==> config.mk <==
export PLATFORM = sky130hd
export DESIGN_NAME = led_pattern_gen
export DESIGN_NICKNAME = d
export VERILOG_FILES = /design/src/rtl/led_pattern_pkg.sv /design/src/rtl/led_channel.sv /design/src/rtl/led_pattern_gen.sv
export SDC_FILE = /design/constraint.sdc
export NUM_CORES = 1
export LEC_CHECK = 0
export ABC_AREA = 1
export BUFFER_PORTS_ARGS = -buffer_cell sky130_fd_sc_hd__buf_2
export CAP_MARGIN = 0
export CORE_MARGIN = 2
export CORE_UTILIZATION = 55
export DETAILED_ROUTE_END_ITERATION = 16
export PLACE_DENSITY = 0.75
export SYNTH_ARGS = -nofsm -noshare
export SYNTH_HDL_FRONTEND = slang
export SYNTH_HIERARCHICAL = 1
export SYNTH_SLANG_ARGS = --single-unit
export TNS_END_PERCENT = 5
==> constraint.sdc <==
create_clock -name clk -period 5.8 [get_ports clk]
set_clock_uncertainty 0.15 [all_clocks]
set_input_delay 0 -clock clk [delete_from_list [all_inputs] [get_ports clk]]
set_output_delay 0 -clock clk [all_outputs]
set_load 0.1 [all_outputs]
==> src/rtl/led_pattern_pkg.sv <==
// led_pattern_pkg: shared mode and channel-state types for the LED pattern generator
package led_pattern_pkg;
  localparam logic [1:0] MODE_OFF   = 2'd0;
  localparam logic [1:0] MODE_ON    = 2'd1;
  localparam logic [1:0] MODE_BLINK = 2'd2;
  localparam logic [1:0] MODE_BURST = 2'd3;
  typedef enum logic [1:0] {OFF = MODE_OFF, ON = MODE_ON, BLINK = MODE_BLINK, BURST = MODE_BURST} mode_t;
  typedef enum logic [1:0] {IDLE, PH_ON, PH_OFF, GAP} chan_state_t;
endpackage

==> src/rtl/led_channel.sv <==
// led_channel: per-channel config registers, pattern FSM and phase/pulse counters
module led_channel
  import led_pattern_pkg::*;
#(
  parameter int RATE_W  = 8,
  parameter int BURST_W = 4,
  parameter int GAP_HP  = 4
) (
  input  logic               clk,
  input  logic               rst,
  input  logic               tick,
  input  logic               load,
  input  logic [1:0]         mode,
  input  logic [RATE_W-1:0]  rate,
  input  logic [BURST_W-1:0] burst,
  output logic               led
);
  localparam int PW = RATE_W + $clog2(GAP_HP + 1);
  mode_t              md;
  chan_state_t        st;
  chan_state_t        start;
  logic [RATE_W-1:0]  rt;
  logic [BURST_W-1:0] bs;
  logic [BURST_W-1:0] pc;
  logic [PW-1:0]      ph;
  logic [PW-1:0]      lim;
  logic               done;
  always_comb begin
    lim   = st == GAP ? PW'(GAP_HP) * PW'(rt) : PW'(rt);
    done  = tick && ph == lim - 1'b1;
    start = (mode == MODE_BLINK || (mode == MODE_BURST && burst != '0)) ? PH_ON : IDLE;
  end
  // pc is compared against bs before it could pass it, so it never wraps
  always_ff @(posedge clk) begin
    if (rst) begin
      md  <= OFF;
      rt  <= RATE_W'(1);
      bs  <= '0;
      st  <= IDLE;
      ph  <= '0;
      pc  <= '0;
      led <= 1'b0;
    end else begin
      led <= st == PH_ON || (st == IDLE && md == ON);
      if (load) begin
        md <= mode_t'(mode);
        rt <= rate == '0 ? RATE_W'(1) : rate;
        bs <= burst;
        st <= start;
        ph <= '0;
        pc <= '0;
      end else if (tick && st != IDLE) begin
        ph <= done ? '0 : ph + 1'b1;
        if (done) begin
          st <= st == PH_ON ? PH_OFF : st == PH_OFF ? ((md == BURST && pc == bs) ? GAP : PH_ON) : PH_ON;
          pc <= (st == PH_ON && md == BURST) ? pc + 1'b1 : st == GAP ? '0 : pc;
        end
      end
    end
  end
endmodule

==> src/rtl/led_pattern_gen.sv <==
// led_pattern_gen: shared tick prescaler plus NUM_CH independently programmable LED channels
module led_pattern_gen
  import led_pattern_pkg::*;
#(
  parameter int CLK_HZ  = 50000000,
  parameter int TICK_HZ = 1000,
  parameter int NUM_CH  = 4,
  parameter int RATE_W  = 8,
  parameter int BURST_W = 4,
  parameter int GAP_HP  = 4,
  parameter int CH_W    = NUM_CH > 1 ? $clog2(NUM_CH) : 1
) (
  input  logic               clk,
  input  logic               rst,
  input  logic               cfg_we,
  input  logic [CH_W-1:0]    cfg_ch,
  input  logic [1:0]         cfg_mode,
  input  logic [RATE_W-1:0]  cfg_rate,
  input  logic [BURST_W-1:0] cfg_burst,
  output logic [NUM_CH-1:0]  led,
  output logic               tick
);
  localparam int TICK_DIV = CLK_HZ / TICK_HZ;
  localparam int PS_W = $clog2(TICK_DIV);
  logic [PS_W-1:0] ps;
  assign tick = ps == PS_W'(TICK_DIV - 1);
  always_ff @(posedge clk) begin
    if (rst) ps <= '0;
    else ps <= tick ? '0 : ps + 1'b1;
  end
  for (genvar i = 0; i < NUM_CH; i++) begin : g_ch
    led_channel #(.RATE_W(RATE_W), .BURST_W(BURST_W), .GAP_HP(GAP_HP)) u_ch (
      .clk   (clk),
      .rst   (rst),
      .tick  (tick),
      .load  (cfg_we && cfg_ch == CH_W'(i)),
      .mode  (cfg_mode),
      .rate  (cfg_rate),
      .burst (cfg_burst),
      .led   (led[i])
    );
  end
endmodule

# Word level (Yosys, flattened, before mapping)
# Cells that the tools add are included.
# classes
bitwise_logic,0
n_addsub,13
n_lt_le_gt_ge,0
n_mul,0
shifts,0
n_eq_ne,34
div,0
n_mux,42
reduce_logical,66
# ops
cell,count
two-way mux 2 bit,24
"adder 11 x 1 -> 11 bit, second input constant",4
== test 11 bit,4
two-way mux 11 bit,4
"subtractor 11 x 1 -> 11 bit, second input constant",4
two-way mux 10 bit,4
"== test 2 bit, second input constant",16
two-way mux 4 bit,8
nonzero test 2 bit,16
logical AND 1 bit,25
"== test 2 x 1 -> 1 bit, second input constant",9
"adder 16 x 1 -> 16 bit, second input constant",1
"adder 4 x 1 -> 4 bit, second input constant",4
"== test 16 bit, second input constant",1
== test 4 bit,4
AND reduction 3 bit,4
zero test 2 bit,5
OR reduction 2 bit,5
zero test 8 bit,1
two-way mux 8 bit,1
AND reduction 2 bit,4
logical OR 1 bit,5
nonzero test 4 bit,1
two-way mux 1 bit,1
# totals
ram_bits,0
ff_bits,144
wordCells,184
rom_bits,0
out_inout_bits,5
input_bits,19
latchBits,0
memories,0

# Longest topological paths before layout
# Gate-level depths: netlist (run 1).
# depth
ltp_word,8
ltp_mapped,18
depth_no_buf,17

# Cells and area by module
# Netlist (run 1), hierarchy kept.
# modules_own_cells
module,instances,area_per_inst_um2,seq_area_each_um2,cells_each
led_channel,4,2182.1,640.6,326
led_pattern_gen,1,934.6,320.3,136

# Least setup slack after synthesis (run 1)
# Ideal clock, no wire load.
# synth_path
path_type,register -> register
startpoint,reg ps[0]
endpoint,reg g_ch[0].u_ch.ph[9]
path_buffers,1
setup_slack_ps,1317
required_time_ps,5595
arrival_ps,4278
setup_time_ps,55
path_stages_with_launch,14
synth_period_minus_slack_ps,4483
path_cell_list,dfxtp_1 -> ha_1 -> nand3_2 -> or2_2 -> nor4_2 -> o21a_1 -> buf_4 -> nand4_1 -> nor2_1 -> nand4_1 -> or2_1 -> o21ai_0 -> nand3_2 -> inv_2
# synth_via
elab_chain_len,3
word_cells_on_any_way,4
classes_between,1 x eq/ne; 1 x mux; 2 x reduce/logical
# synth_lines
element,line_no,text
from (decl),led_pattern_gen.sv:25,logic [PS_W-1:0] ps;
from (signal assigned),led_pattern_gen.sv:29,else ps <= tick ? '0 : ps + 1'b1;
== test 16 bit (*),led_pattern_gen.sv:26,assign tick = ps == PS_W'(TICK_DIV - 1);
net tick,led_pattern_gen.sv:21,output logic tick
logical AND 1 bit,led_channel.sv:30,done = tick && ph == lim - 1'b1;
two-way mux 11 bit,led_channel.sv:53,ph <= done ? '0 : ph + 1'b1;
to (signal assigned),led_channel.sv:53,
to (decl),led_channel.sv:25,logic [PW-1:0] ph;
# Mark *: on every way through the listed nets, which the timed path passes. The rest lies on a longest branch.
# A chain may end at the register's enable or synchronous reset.

# Final worst setup path (run 1)
# layout_path
startpoint,reg ps[0]
endpoint,reg g_ch[0].u_ch.ph[10]
# layout_via
elab_chain_len,3
word_cells_on_any_way,4
classes_between,1 x eq/ne; 1 x mux; 2 x reduce/logical
# layout_lines
element,line_no
== test 16 bit (*),led_pattern_gen.sv:26
logical AND 1 bit,led_channel.sv:30
two-way mux 11 bit,led_channel.sv:53
# Mark *: on every way between the ends. The rest lies on a longest branch, timed or not.

==> run_summary.xml, run 1 <==
<?xml version="1.0" encoding="UTF-8"?>
<metrics>
  <group name="floorplanning">
    <metric name="boundaryPins" unit="">24</metric>
    <metric name="design.die.area" unit="um2">18650</metric>
    <metric name="core" unit="um2">17240</metric>
    <metric name="initial_core_util" unit="">0.5606</metric>
    <metric name="die_height" unit="um">136.6</metric>
    <metric name="fp-row-count" unit="">48</metric>
    <metric name="die_width" unit="um">136.6</metric>
  </group>
  <group name="timing">
    <metric name="hold_viol_final" unit="">0</metric>
    <metric name="rsz0062_at_grt" unit="">no</metric>
    <metric name="finalWorstSetupSlack" unit="ns">2.663</metric>
    <metric name="slew_at_the_pin_closest_to_its_max_slew_limit" unit="ns">0.6387</metric>
    <metric name="slew_violations" unit="">0</metric>
    <metric name="final.period_utilization" unit="">0.5409</metric>
    <metric name="final.setup.tns" unit="ns">0</metric>
    <metric name="timing.slew.headroom" unit="">0.5726</metric>
    <metric name="maxClockFrequency" unit="MHz">318.8</metric>
    <metric name="period_minus_slack" unit="ns">3.137</metric>
    <metric name="finalSetupViolCount" unit="">0</metric>
  </group>
  <group name="finish">
    <metric name="num_antenna_cells" unit="">0</metric>
    <metric name="share_of_final_layout_standard_cells_stronger_than_drive_strength_1" unit="">0.1951</metric>
    <metric name="num-nets-final" unit="">1516</metric>
    <metric name="area_growth_syn_to_layout" unit="%">10.85</metric>
    <metric name="num-fill-cells" unit="">1522</metric>
    <metric name="layout_commonest_cell" unit="">sky130_fd_sc_hd__nand2_1</metric>
    <metric name="layout.cells.most_common_list" unit="">385 x sky130_fd_sc_hd__nand2_1, 193 x sky130_fd_sc_hd__inv_1, 144 x sky130_fd_sc_hd__dfxtp_1, 119 x sky130_fd_sc_hd__nand3_1, 83 x sky130_fd_sc_hd__nor2_1</metric>
    <metric name="layoutNonFillerInstCount" unit="">1722</metric>
  </group>
  <group name="global_routing">
    <metric name="overflow" unit="">0</metric>
    <metric name="number_of_global_route_vias_before_repair" unit="">8339</metric>
    <metric name="number_of_antenna_violations_at_the_first_check_in_global_routing" unit="">0</metric>
    <metric name="gr-usage-all-layers" unit="">0.2477</metric>
    <metric name="grt_pass1_wl" unit="um">37400</metric>
    <metric name="grtUsageMet3" unit="">0.05444</metric>
    <metric name="met2_usage" unit="">0.4192</metric>
    <metric name="grt_start_max_net_pins" unit="">22</metric>
    <metric name="globalRoute.busiestLayer" unit="">met2</metric>
    <metric name="grt_util_met1" unit="">0.3173</metric>
  </group>
  <group name="cts">
    <metric name="clock_tree_from_tritoncts" unit="">done</metric>
    <metric name="ctsHtreeMaxLevel" unit="">4</metric>
    <metric name="clock_insertion_delay_at_the_later_pin_of_the_skew_report" unit="ns">0.42</metric>
    <metric name="post_cts.repair.setup_buffers" unit="">0</metric>
    <metric name="clock_tree.buffer_depth" unit="">2</metric>
    <metric name="tritoncts_num_sinks" unit="">144</metric>
    <metric name="cts_buffers" unit="">17</metric>
    <metric name="ctsRootBufferMaster" unit="">sky130_fd_sc_hd__clkbuf_16</metric>
    <metric name="clock_slew_at_reported_path_ffs" unit="ns">0.06</metric>
  </group>
  <group name="logic_synthesis">
    <metric name="synth_sequential_area_ratio" unit="">0.2983</metric>
    <metric name="synth_top_cell_by_area" unit="">sky130_fd_sc_hd__dfxtp_1</metric>
    <metric name="synth.net_count" unit="">1472</metric>
    <metric name="synthesis.instances" unit="">1440</metric>
    <metric name="synth_top_cells_by_area" unit="">sky130_fd_sc_hd__dfxtp_1 30%, sky130_fd_sc_hd__nand2_1 15%, sky130_fd_sc_hd__inv_1 7.5%</metric>
    <metric name="yosysWarningCount" unit="">6</metric>
    <metric name="synth.top_cell.area_share" unit="">0.2983</metric>
    <metric name="synth_cell_types" unit="">39</metric>
    <metric name="synth.cell_area" unit="um2">9663</metric>
    <metric name="synth.ff_latch_count" unit="">144</metric>
    <metric name="syn_area_per_cell" unit="um2">6.710</metric>
  </group>
  <group name="place">
    <metric name="place.detailed.instances" unit="">1668</metric>
    <metric name="place_congestion" unit="">0.8848</metric>
    <metric name="dp_hpwl" unit="um">16930</metric>
    <metric name="post-place-ws" unit="ns">2.703</metric>
    <metric name="io_port_bufs" unit="">23</metric>
  </group>
  <group name="power">
    <metric name="power_leakage" unit="nW">4.732</metric>
    <metric name="peak_vdd_ir" unit="V">0.0002444</metric>
    <metric name="pwr_density_cell" unit="nW/um2">223.0</metric>
  </group>
  <group name="route">
    <metric name="drt_first_iter_violations" unit="">792</metric>
    <metric name="sum_of_routed_wire_length_over_all_layers" unit="um">22470</metric>
    <metric name="vias_per_cell" unit="">5.298</metric>
    <metric name="vias" unit="">9123</metric>
    <metric name="drtAntennaViolNets" unit="">0</metric>
    <metric name="drc" unit="">0</metric>
    <metric name="detailedRoute.firstPassIterationCount" unit="">6</metric>
    <metric name="wl_per_cell" unit="um">13.05</metric>
  </group>
  <group name="worst_setup_path">
    <metric name="cells_traversed_along_the_worst_timing_path" unit="">ha_1, nand3_2, or2_2, nor4_2, buf_4, o21a_1, nand3_1, nor2_1, nand2_1, nor2_1, nand4_1, nor2_1, or2_2, nand3_2, inv_2</metric>
    <metric name="timing.setup.critical_path_class" unit="">flip-flop to flip-flop</metric>
    <metric name="cp_slowest_stage_delay" unit="ns">0.38</metric>
    <metric name="data_required_time_at_the_worst_endpoint" unit="ns">6.03</metric>
    <metric name="critPathSlowestCell" unit="">sky130_fd_sc_hd__dfxtp_1</metric>
    <metric name="critical-path-top-cell-by-count" unit="">sky130_fd_sc_hd__nor2_1</metric>
    <metric name="startpoint_type" unit="">flip-flop</metric>
    <metric name="timing.critical_path.buf_inv" unit="">2</metric>
    <metric name="path_delay_family" unit="">simple AND/OR/NAND/NOR gates</metric>
    <metric name="rrSetupSlack" unit="ns">2.66</metric>
    <metric name="worstPathMaxFanout" unit="">9</metric>
    <metric name="timing.critical_path.arrival" unit="ns">3.36</metric>
    <metric name="worst_setup_path_end_kind" unit="">flip-flop</metric>
  </group>
  <group name="run">
    <metric name="max_cap_viol_count" unit="">0</metric>
  </group>
  <group name="min_path">
    <metric name="min_path_type" unit="">primary input to flip-flop</metric>
  </group>
  <group name="run_status">
    <metric name="status" unit="">complete, no violations</metric>
  </group>
</metrics>
per-layer routing:
metal,vias to the layer above,share of wire
li1,4751,-
met2,198,0.47
met1,4143,0.46
met4,0,0.015
met5,-,0
met3,31,0.053
cells in the mapped netlist (all sizes together):
| cell type | instances |
|---|---|
| or2 | 18 |
| o41ai | 4 |
| inv | 243 |
| a22o | 4 |
| clkbuf | 4 |
| nand2 | 421 |
| o22ai | 36 |
| xnor2 | 9 |
| o21a | 4 |
| nor2 | 142 |
| dfxtp | 144 |
| nand3 | 184 |
| o221ai | 4 |
| xor2 | 20 |
| nand3b | 12 |
| nor4 | 9 |
| nand4 | 40 |
| a21o | 4 |
| o21bai | 1 |
| o21ai | 53 |
| a41oi | 4 |
| nor3 | 12 |
| ha | 13 |
| buf | 17 |
| a21oi | 38 |
worst register-to-register path, cell delays in order, from the launching register on:
cell and delay [ns]:
sky130_fd_sc_hd__dfxtp_1 0.38, sky130_fd_sc_hd__ha_1 0.22, sky130_fd_sc_hd__nand3_2 0.14, sky130_fd_sc_hd__or2_2 0.32
sky130_fd_sc_hd__nor4_2 0.15, sky130_fd_sc_hd__buf_4 0.24, sky130_fd_sc_hd__o21a_1 0.33, sky130_fd_sc_hd__nand3_1 0.19
sky130_fd_sc_hd__nor2_1 0.14, sky130_fd_sc_hd__nand2_1 0.09, sky130_fd_sc_hd__nor2_1 0.20, sky130_fd_sc_hd__nand4_1 0.15
sky130_fd_sc_hd__nor2_1 0.14, sky130_fd_sc_hd__or2_2 0.13, sky130_fd_sc_hd__nand3_2 0.07, sky130_fd_sc_hd__inv_2 0.04
cells by family after synthesis:
family	share of synthesized area
buffers and inverters	0.1130
AO/OA/AOI/OAI	0.09504
AND/OR/NAND/NOR	0.4505
flip-flops	0.2983
XOR/XNOR	0.02629
adder cells (fa/ha/maj)	0.01683
layout make-up:
| class | count | area [um2] | area share |
|---|---|---|---|
| Clock buffer | 18 | 429.2 | 0.04007 |
| Tap cell | 225 | 281.5 | 0.02628 |
| Sequential cell | 144 | 2883 | 0.2691 |
| Inverter | 243 | 922.1 | 0.08609 |
| Multi-Input combinational cell | 1032 | 5688 | 0.5310 |
| Timing Repair Buffer | 46 | 342.8 | 0.03201 |
| Clock inverter | 14 | 165.2 | 0.01542 |
state kept, by name, indices dropped and copies added, names as in the netlist:
name,count
g_ch.u_ch/led,4
g_ch.u_ch/rt,32
g_ch.u_ch/ph,44
g_ch.u_ch/pc,16
g_ch.u_ch/st,8
g_ch.u_ch/bs,16
ps,16
g_ch.u_ch/md,8
per-stage QoR:
stage / instance area, um2 / utilization / total power [W] / hold WS (ns)
floorplan: 9663 / - / 0.001229 / -0.07321
global placement: 9897 / 0.5742 / 0.001284 / 0.1897
detailed placement: 9897 / 0.5742 / 0.001288 / 0.1930
CTS: 10710 / 0.6214 / 0.002408 / 0.2927
global route: 10710 / 0.6214 / 0.002473 / 0.3358
finish: 10710 / 0.6214 / 0.002389 / 0.3179
timing repair:
action                                 in CTS  in global routing
resized for setup                           0                  0
endpoints found under the hold margin      64                  0
hold buffers                               22                  0
report_power, final:
group | internal [W] | switching, W
clock | 0.000676 | 0.000432
sequential | 0.00101 | 0.0000171
combinational | 0.0000856 | 0.000171
path summary, 6_finish.rpt:
| path | from | endpoint | cells after the start |
|---|---|---|---|
| worst max-delay path | ps[0] | g_ch[0].u_ch/ph[10] | 15 |
| worst min-delay path | cfg_mode[0] | g_ch[0].u_ch/md[0] | 4 |
| worst max register to register | ps[0] | g_ch[0].u_ch/ph[10] | 15 |
| worst min register to register | ps[0] | ps[0] | 1 |
Power figures use the tool's default switching activity.
==> run 2, diff against run 1 <==
- clock period: 5.8 -> 3 ns (I/O delays scaled with it)
==> run_summary.xml, run 2 (synthesis gave the netlist of run 1 again) <==
<?xml version="1.0" encoding="UTF-8"?>
<metrics>
  <group name="finish">
    <metric name="reg_with_most_ffs" unit="">g_ch.u_ch/ph</metric>
    <metric name="final_area" unit="um2">10890</metric>
    <metric name="num_antenna_cells" unit="">0</metric>
    <metric name="num-nets-final" unit="">1531</metric>
    <metric name="area_growth_syn_to_layout" unit="%">12.74</metric>
    <metric name="reg.largest.list" unit="">g_ch.u_ch/ph (44), g_ch.u_ch/rt (32)</metric>
    <metric name="share_of_final_layout_standard_cells_stronger_than_drive_strength_1" unit="">0.2083</metric>
    <metric name="layout.cells.most_common_list" unit="">385 x sky130_fd_sc_hd__nand2_1, 193 x sky130_fd_sc_hd__inv_1, 142 x sky130_fd_sc_hd__dfxtp_1, 119 x sky130_fd_sc_hd__nand3_1, 78 x sky130_fd_sc_hd__nor2_1</metric>
    <metric name="layout_commonest_cell" unit="">sky130_fd_sc_hd__nand2_1</metric>
    <metric name="num-fill-cells" unit="">1509</metric>
    <metric name="largest_register_ff_count" unit="">44</metric>
  </group>
  <group name="power">
    <metric name="peak_vdd_ir" unit="V">0.0004224</metric>
    <metric name="power_leakage" unit="nW">4.803</metric>
    <metric name="pwr_density_cell" unit="nW/um2">429.0</metric>
  </group>
  <group name="cts">
    <metric name="clock_tree_from_tritoncts" unit="">done</metric>
    <metric name="cts_buffers" unit="">17</metric>
    <metric name="ctsHtreeMaxLevel" unit="">4</metric>
    <metric name="ctsRootBufferMaster" unit="">sky130_fd_sc_hd__clkbuf_16</metric>
    <metric name="clock_slew_at_reported_path_ffs" unit="ns">0.06</metric>
    <metric name="tritoncts_num_sinks" unit="">144</metric>
    <metric name="post_cts.repair.setup_buffers" unit="">0</metric>
    <metric name="clock_insertion_delay_at_the_later_pin_of_the_skew_report" unit="ns">0.42</metric>
    <metric name="clock_tree.buffer_depth" unit="">2</metric>
  </group>
  <group name="place">
    <metric name="post-place-ws" unit="ns">0.1797</metric>
    <metric name="io_port_bufs" unit="">23</metric>
    <metric name="placed_cell_area" unit="um2">10040</metric>
    <metric name="place_congestion" unit="">0.9294</metric>
    <metric name="dp_hpwl" unit="um">17350</metric>
  </group>
  <group name="timing">
    <metric name="hold_viol_final" unit="">0</metric>
    <metric name="final.setup.tns" unit="ns">0</metric>
    <metric name="maxClockFrequency" unit="MHz">354.9</metric>
    <metric name="finalWorstSetupSlack" unit="ns">0.1826</metric>
    <metric name="slew_at_the_pin_closest_to_its_max_slew_limit" unit="ns">0.6281</metric>
    <metric name="period_minus_slack" unit="ns">2.817</metric>
    <metric name="timing.slew.headroom" unit="">0.5780</metric>
    <metric name="final.period_utilization" unit="">0.9391</metric>
    <metric name="worst_hold_slack" unit="ns">0.3064</metric>
    <metric name="rsz0062_at_grt" unit="">yes</metric>
    <metric name="finalSetupViolCount" unit="">0</metric>
    <metric name="slew_violations" unit="">0</metric>
  </group>
  <group name="run_status">
    <metric name="status" unit="">complete, no violations</metric>
  </group>
  <group name="global_routing">
    <metric name="overflow" unit="">0</metric>
    <metric name="grt_start_max_net_pins" unit="">22</metric>
    <metric name="number_of_antenna_violations_at_the_first_check_in_global_routing" unit="">0</metric>
    <metric name="number_of_global_route_vias_before_repair" unit="">8482</metric>
    <metric name="gr-usage-all-layers" unit="">0.2564</metric>
    <metric name="grt_pass1_wl" unit="um">38610</metric>
  </group>
  <group name="worst_setup_path">
    <metric name="timing.setup.critical_path_class" unit="">flip-flop to flip-flop</metric>
    <metric name="startpoint_type" unit="">flip-flop</metric>
    <metric name="worstPathMaxFanout" unit="">9</metric>
    <metric name="data_required_time_at_the_worst_endpoint" unit="ns">3.18</metric>
    <metric name="worst_setup_path_end_kind" unit="">flip-flop</metric>
    <metric name="timing.critical_path.arrival" unit="ns">2.99</metric>
  </group>
  <group name="route">
    <metric name="drc" unit="">0</metric>
    <metric name="vias_per_cell" unit="">5.375</metric>
    <metric name="wl_per_cell" unit="um">13.43</metric>
    <metric name="drt_first_iter_violations" unit="">704</metric>
    <metric name="vias" unit="">9336</metric>
    <metric name="sum_of_routed_wire_length_over_all_layers" unit="um">23320</metric>
    <metric name="drtAntennaViolNets" unit="">0</metric>
    <metric name="detailedRoute.firstPassIterationCount" unit="">5</metric>
  </group>
  <group name="floorplanning">
    <metric name="design.die.area" unit="um2">18650</metric>
    <metric name="initial_core_util" unit="">0.5606</metric>
    <metric name="fp-row-count" unit="">48</metric>
    <metric name="die_height" unit="um">136.6</metric>
    <metric name="boundaryPins" unit="">24</metric>
    <metric name="die_width" unit="um">136.6</metric>
    <metric name="core" unit="um2">17240</metric>
  </group>
  <group name="min_path">
    <metric name="min_path_type" unit="">flip-flop to flip-flop</metric>
  </group>
  <group name="run">
    <metric name="max_cap_viol_count" unit="">0</metric>
  </group>
</metrics>
[run 2: metal layers]
metal,global-route usage,routed length (um)
met3,0.03593,1400
met1,0.3276,10150
met5,0,0
met4,0.09491,525
met2,0.4389,11250
[run 2: worst paths after layout]
kind,from,endpoint,slack (ns),depth (start not counted)
min,ps[0],ps[0],0.31,1
max reg2reg,ps[0],g_ch[3].u_ch/ph[9],0.18,14
max,ps[0],g_ch[3].u_ch/ph[9],0.18,14
min reg2reg,ps[0],ps[0],0.31,1
[run 2: stage by stage]
stage	std cells	util	power [W]
floorplan	1440	-	0.002379
global placement	1682	0.5822	0.002491
detailed placement	1682	0.5822	0.002497
CTS	1737	0.6311	0.004705
global route	1737	0.6320	0.004850
finish	1737	0.6320	0.004674
[run 2: area by class of cell]
type	count	area, um2	area share
inverter	243	922.1	0.08464
sequential	144	2885	0.2648
multi-input combinational	1032	5732	0.5261
timing repair buffer	61	461.7	0.04238
tap	225	281.5	0.02584
clock inverter	15	186.4	0.01711
clock buffer	17	425.4	0.03905
[run 2: timing repair]
item                                    4_1_cts  5_1_grt
endpoints found under the setup margin        0        8
endpoints found under the hold margin        64        0
hold buffers                                 23        0
resized for setup                             0        6
[run 2: power by group]
group          leakage [nW]  switching (W)  internal (W)
sequential             1.17      0.0000254       0.00195
clock                 0.286       0.000872       0.00132
combinational          3.35       0.000341      0.000171
total                  4.80        0.00124       0.00344
[run 2: critical path: stages, from the launching register on]
cell	delay (ns)
sky130_fd_sc_hd__dfxtp_2	0.37
sky130_fd_sc_hd__ha_4	0.16
sky130_fd_sc_hd__nand3_4	0.09
sky130_fd_sc_hd__or2_4	0.28
sky130_fd_sc_hd__nor4_4	0.28
sky130_fd_sc_hd__buf_6	0.20
sky130_fd_sc_hd__o21a_1	0.17
sky130_fd_sc_hd__nand4_1	0.12
sky130_fd_sc_hd__nor2_1	0.21
sky130_fd_sc_hd__nand4_1	0.13
sky130_fd_sc_hd__or2_1	0.28
sky130_fd_sc_hd__nor2_1	0.10
sky130_fd_sc_hd__nand2_1	0.07
sky130_fd_sc_hd__nand3_2	0.08
sky130_fd_sc_hd__inv_2	0.03
==> run 3, diff against run 2 <==
- CORE_ASPECT_RATIO: unset -> 1.75
- GPL_TIMING_DRIVEN: unset -> 1
==> run_summary.xml, run 3 (synthesis gave the netlist of run 1 again) <==
<?xml version="1.0" encoding="UTF-8"?>
<metrics>
  <group name="run_status">
    <metric name="status" unit="">complete, no violations</metric>
  </group>
  <group name="power">
    <metric name="power_leakage" unit="nW">4.823</metric>
    <metric name="power.switching" unit="W">0.001238</metric>
    <metric name="power_report.internal_total" unit="W">0.003540</metric>
    <metric name="power_frac_clock" unit="">0.478</metric>
    <metric name="p_comb_frac" unit="">0.109</metric>
    <metric name="switching_share" unit="">0.2592</metric>
    <metric name="pwr-share-seq" unit="">0.413</metric>
    <metric name="peak_vdd_ir" unit="V">0.0004485</metric>
    <metric name="pwr_density_cell" unit="nW/um2">437.4</metric>
  </group>
  <group name="floorplanning">
    <metric name="design.die.area" unit="um2">18690</metric>
    <metric name="die_height" unit="um">179.3</metric>
    <metric name="boundaryPins" unit="">24</metric>
    <metric name="die_width" unit="um">104.2</metric>
    <metric name="initial_core_util" unit="">0.5561</metric>
    <metric name="fp-row-count" unit="">64</metric>
    <metric name="core" unit="um2">17380</metric>
  </group>
  <group name="finish">
    <metric name="reg_with_most_ffs" unit="">g_ch.u_ch/ph</metric>
    <metric name="layoutNonFillerInstCount" unit="">1744</metric>
    <metric name="share_of_final_layout_standard_cells_stronger_than_drive_strength_1" unit="">0.2069</metric>
    <metric name="area_growth_syn_to_layout" unit="%">13.05</metric>
    <metric name="layout_commonest_cell" unit="">sky130_fd_sc_hd__nand2_1</metric>
    <metric name="layout.cells.most_common_list" unit="">385 x sky130_fd_sc_hd__nand2_1, 193 x sky130_fd_sc_hd__inv_1, 142 x sky130_fd_sc_hd__dfxtp_1, 118 x sky130_fd_sc_hd__nand3_1, 80 x sky130_fd_sc_hd__nor2_1</metric>
    <metric name="num-nets-final" unit="">1532</metric>
    <metric name="num-fill-cells" unit="">1592</metric>
    <metric name="final_area" unit="um2">10920</metric>
    <metric name="largest_register_ff_count" unit="">44</metric>
    <metric name="num_antenna_cells" unit="">0</metric>
    <metric name="finalCoreUtilization" unit="">0.6287</metric>
    <metric name="reg.largest.list" unit="">g_ch.u_ch/ph (44), g_ch.u_ch/rt (32)</metric>
  </group>
  <group name="place">
    <metric name="placed_cell_area" unit="um2">10040</metric>
    <metric name="place_congestion" unit="">0.9537</metric>
    <metric name="dp_hpwl" unit="um">18900</metric>
    <metric name="post-place-ws" unit="ns">0.1310</metric>
    <metric name="io_port_bufs" unit="">23</metric>
    <metric name="place.detailed.instances" unit="">1688</metric>
  </group>
  <group name="timing">
    <metric name="timing.slew.headroom" unit="">0.5894</metric>
    <metric name="worst_hold_slack" unit="ns">0.3057</metric>
    <metric name="final.period_utilization" unit="">0.9443</metric>
    <metric name="slew_at_the_pin_closest_to_its_max_slew_limit" unit="ns">0.6137</metric>
    <metric name="finalWorstSetupSlack" unit="ns">0.1670</metric>
    <metric name="period_minus_slack" unit="ns">2.833</metric>
    <metric name="slew_violations" unit="">0</metric>
    <metric name="hold_viol_final" unit="">0</metric>
    <metric name="maxClockFrequency" unit="MHz">353.0</metric>
    <metric name="finalSetupViolCount" unit="">0</metric>
  </group>
  <group name="cts">
    <metric name="clock_insertion_delay_at_the_later_pin_of_the_skew_report" unit="ns">0.43</metric>
    <metric name="post_cts.repair.setup_buffers" unit="">0</metric>
    <metric name="clock_tree.buffer_depth" unit="">2</metric>
    <metric name="cts_buffers" unit="">17</metric>
    <metric name="ctsRootBufferMaster" unit="">sky130_fd_sc_hd__clkbuf_16</metric>
    <metric name="ctsHtreeMaxLevel" unit="">4</metric>
    <metric name="tritoncts_num_sinks" unit="">144</metric>
    <metric name="clock_tree_from_tritoncts" unit="">done</metric>
    <metric name="clock_slew_at_reported_path_ffs" unit="ns">0.06</metric>
  </group>
  <group name="route">
    <metric name="vias_per_cell" unit="">5.448</metric>
    <metric name="sum_of_routed_wire_length_over_all_layers" unit="um">25580</metric>
    <metric name="drt_first_iter_violations" unit="">625</metric>
    <metric name="drc" unit="">0</metric>
    <metric name="drtAntennaViolNets" unit="">0</metric>
    <metric name="wl_per_cell" unit="um">14.67</metric>
    <metric name="vias" unit="">9501</metric>
    <metric name="detailedRoute.firstPassIterationCount" unit="">5</metric>
  </group>
  <group name="worst_setup_path">
    <metric name="timing.critical_path.buf_inv" unit="">4</metric>
    <metric name="worst_r2r_path_depth" unit="">16</metric>
    <metric name="critPathSlowestCell" unit="">sky130_fd_sc_hd__dfxtp_2</metric>
    <metric name="cp_slowest_stage_delay" unit="ns">0.37</metric>
    <metric name="data_required_time_at_the_worst_endpoint" unit="ns">3.18</metric>
    <metric name="timing.critical_path.arrival" unit="ns">3.01</metric>
    <metric name="rrSetupSlack" unit="ns">0.17</metric>
    <metric name="critical_path.reg2reg.startpoint" unit="">ps[0]</metric>
    <metric name="critical-path-top-cell-by-count" unit="">sky130_fd_sc_hd__nand3_2</metric>
    <metric name="worstPathMaxFanout" unit="">9</metric>
    <metric name="timing.setup.critical_path_class" unit="">flip-flop to flip-flop</metric>
    <metric name="cells_traversed_along_the_worst_timing_path" unit="">ha_4, nand3_4, or2_4, nor4_4, buf_2, nand2_1, a21oi_1, nand3_1, nor2_2, nand3_2, inv_2, nand3_2, nand2_2, inv_4, nand3_2, inv_2</metric>
    <metric name="path_delay_family" unit="">simple AND/OR/NAND/NOR gates</metric>
    <metric name="critical_r2r_capture" unit="">g_ch[0].u_ch/ph[8]</metric>
    <metric name="startpoint_type" unit="">flip-flop</metric>
    <metric name="worst_setup_path_end_kind" unit="">flip-flop</metric>
  </group>
  <group name="min_path">
    <metric name="worst_hold_path_startpoint" unit="">ps[0]</metric>
    <metric name="holdPathEnd" unit="">ps[0]</metric>
    <metric name="min_path_type" unit="">flip-flop to flip-flop</metric>
    <metric name="worst_hold_path.num_cells" unit="">1</metric>
  </group>
  <group name="global_routing">
    <metric name="number_of_global_route_vias_before_repair" unit="">9115</metric>
    <metric name="number_of_antenna_violations_at_the_first_check_in_global_routing" unit="">0</metric>
    <metric name="overflow" unit="">0</metric>
    <metric name="grt_start_max_net_pins" unit="">22</metric>
    <metric name="grt_pass1_wl" unit="um">41960</metric>
    <metric name="gr-usage-all-layers" unit="">0.2755</metric>
  </group>
  <group name="run">
    <metric name="max_cap_viol_count" unit="">0</metric>
  </group>
</metrics>
[run 3: worst max path at each step]
stage                     slack, ns  cells past startpoint  start             endpoint
after global placement         0.21                     14  ps[0]   g_ch[0].u_ch/ph[9]
after CTS                      0.10                     15  ps[0]  g_ch[3].u_ch/ph[10]
final                          0.17                     16  ps[0]   g_ch[0].u_ch/ph[8]
after detailed placement       0.13                     15  ps[0]  g_ch[3].u_ch/ph[10]
after floorplan               -0.66                     14  ps[0]   g_ch[0].u_ch/ph[9]
after global routing         -0.003                     15  ps[0]  g_ch[2].u_ch/ph[10]
[run 3: metrics by stage]
stage                     setup TNS (ns)  total power, W
after floorplan                   -27.80        0.002379
after global routing           -0.003459        0.004929
after CTS                              0        0.004800
after global placement                 0        0.002498
after detailed placement               0        0.002504
final                                  0        0.004778
[run 3: power by group through the flow]
stage / clock network (W) / registers, W / logic (W)
3_3_place_gp: 0 / 0.00202 / 0.000482
5_1_grt: 0.00238 / 0.00198 / 0.000568
2_1_floorplan: 0 / 0.00203 / 0.000349
3_5_place_dp: 0 / 0.00202 / 0.000488
6_report: 0.00228 / 0.00197 / 0.000520
4_1_cts: 0.00231 / 0.00197 / 0.000513
[run 3: cell type report]
| type | instances | area (um2) | share of cell area |
|---|---|---|---|
| Clock inverter | 12 | 182.7 | 0.01672 |
| Tap cell | 231 | 289.0 | 0.02646 |
| Inverter | 243 | 922.1 | 0.08441 |
| Clock buffer | 20 | 446.7 | 0.04089 |
| Multi-Input combinational cell | 1032 | 5732 | 0.5247 |
| Timing Repair Buffer | 62 | 466.7 | 0.04272 |
| Sequential cell | 144 | 2885 | 0.2641 |
[run 3: layer usage]
| layer | global-route usage | vias to the layer above | share of wire |
|---|---|---|---|
| li1 | - | 4756 | - |
| met1 | 0.2779 | 4395 | 0.37 |
| met4 | 0.1385 | 0 | 0.043 |
| met5 | 0 | - | 0 |
| met3 | 0.03436 | 77 | 0.043 |
| met2 | 0.5504 | 273 | 0.55 |
[run 3: timing repair]
item                       4_1_cts  5_1_grt
setup endpoints to repair        0       12
hold buffers                    23        0
hold endpoints to repair        64        0
gates resized for setup          0        5
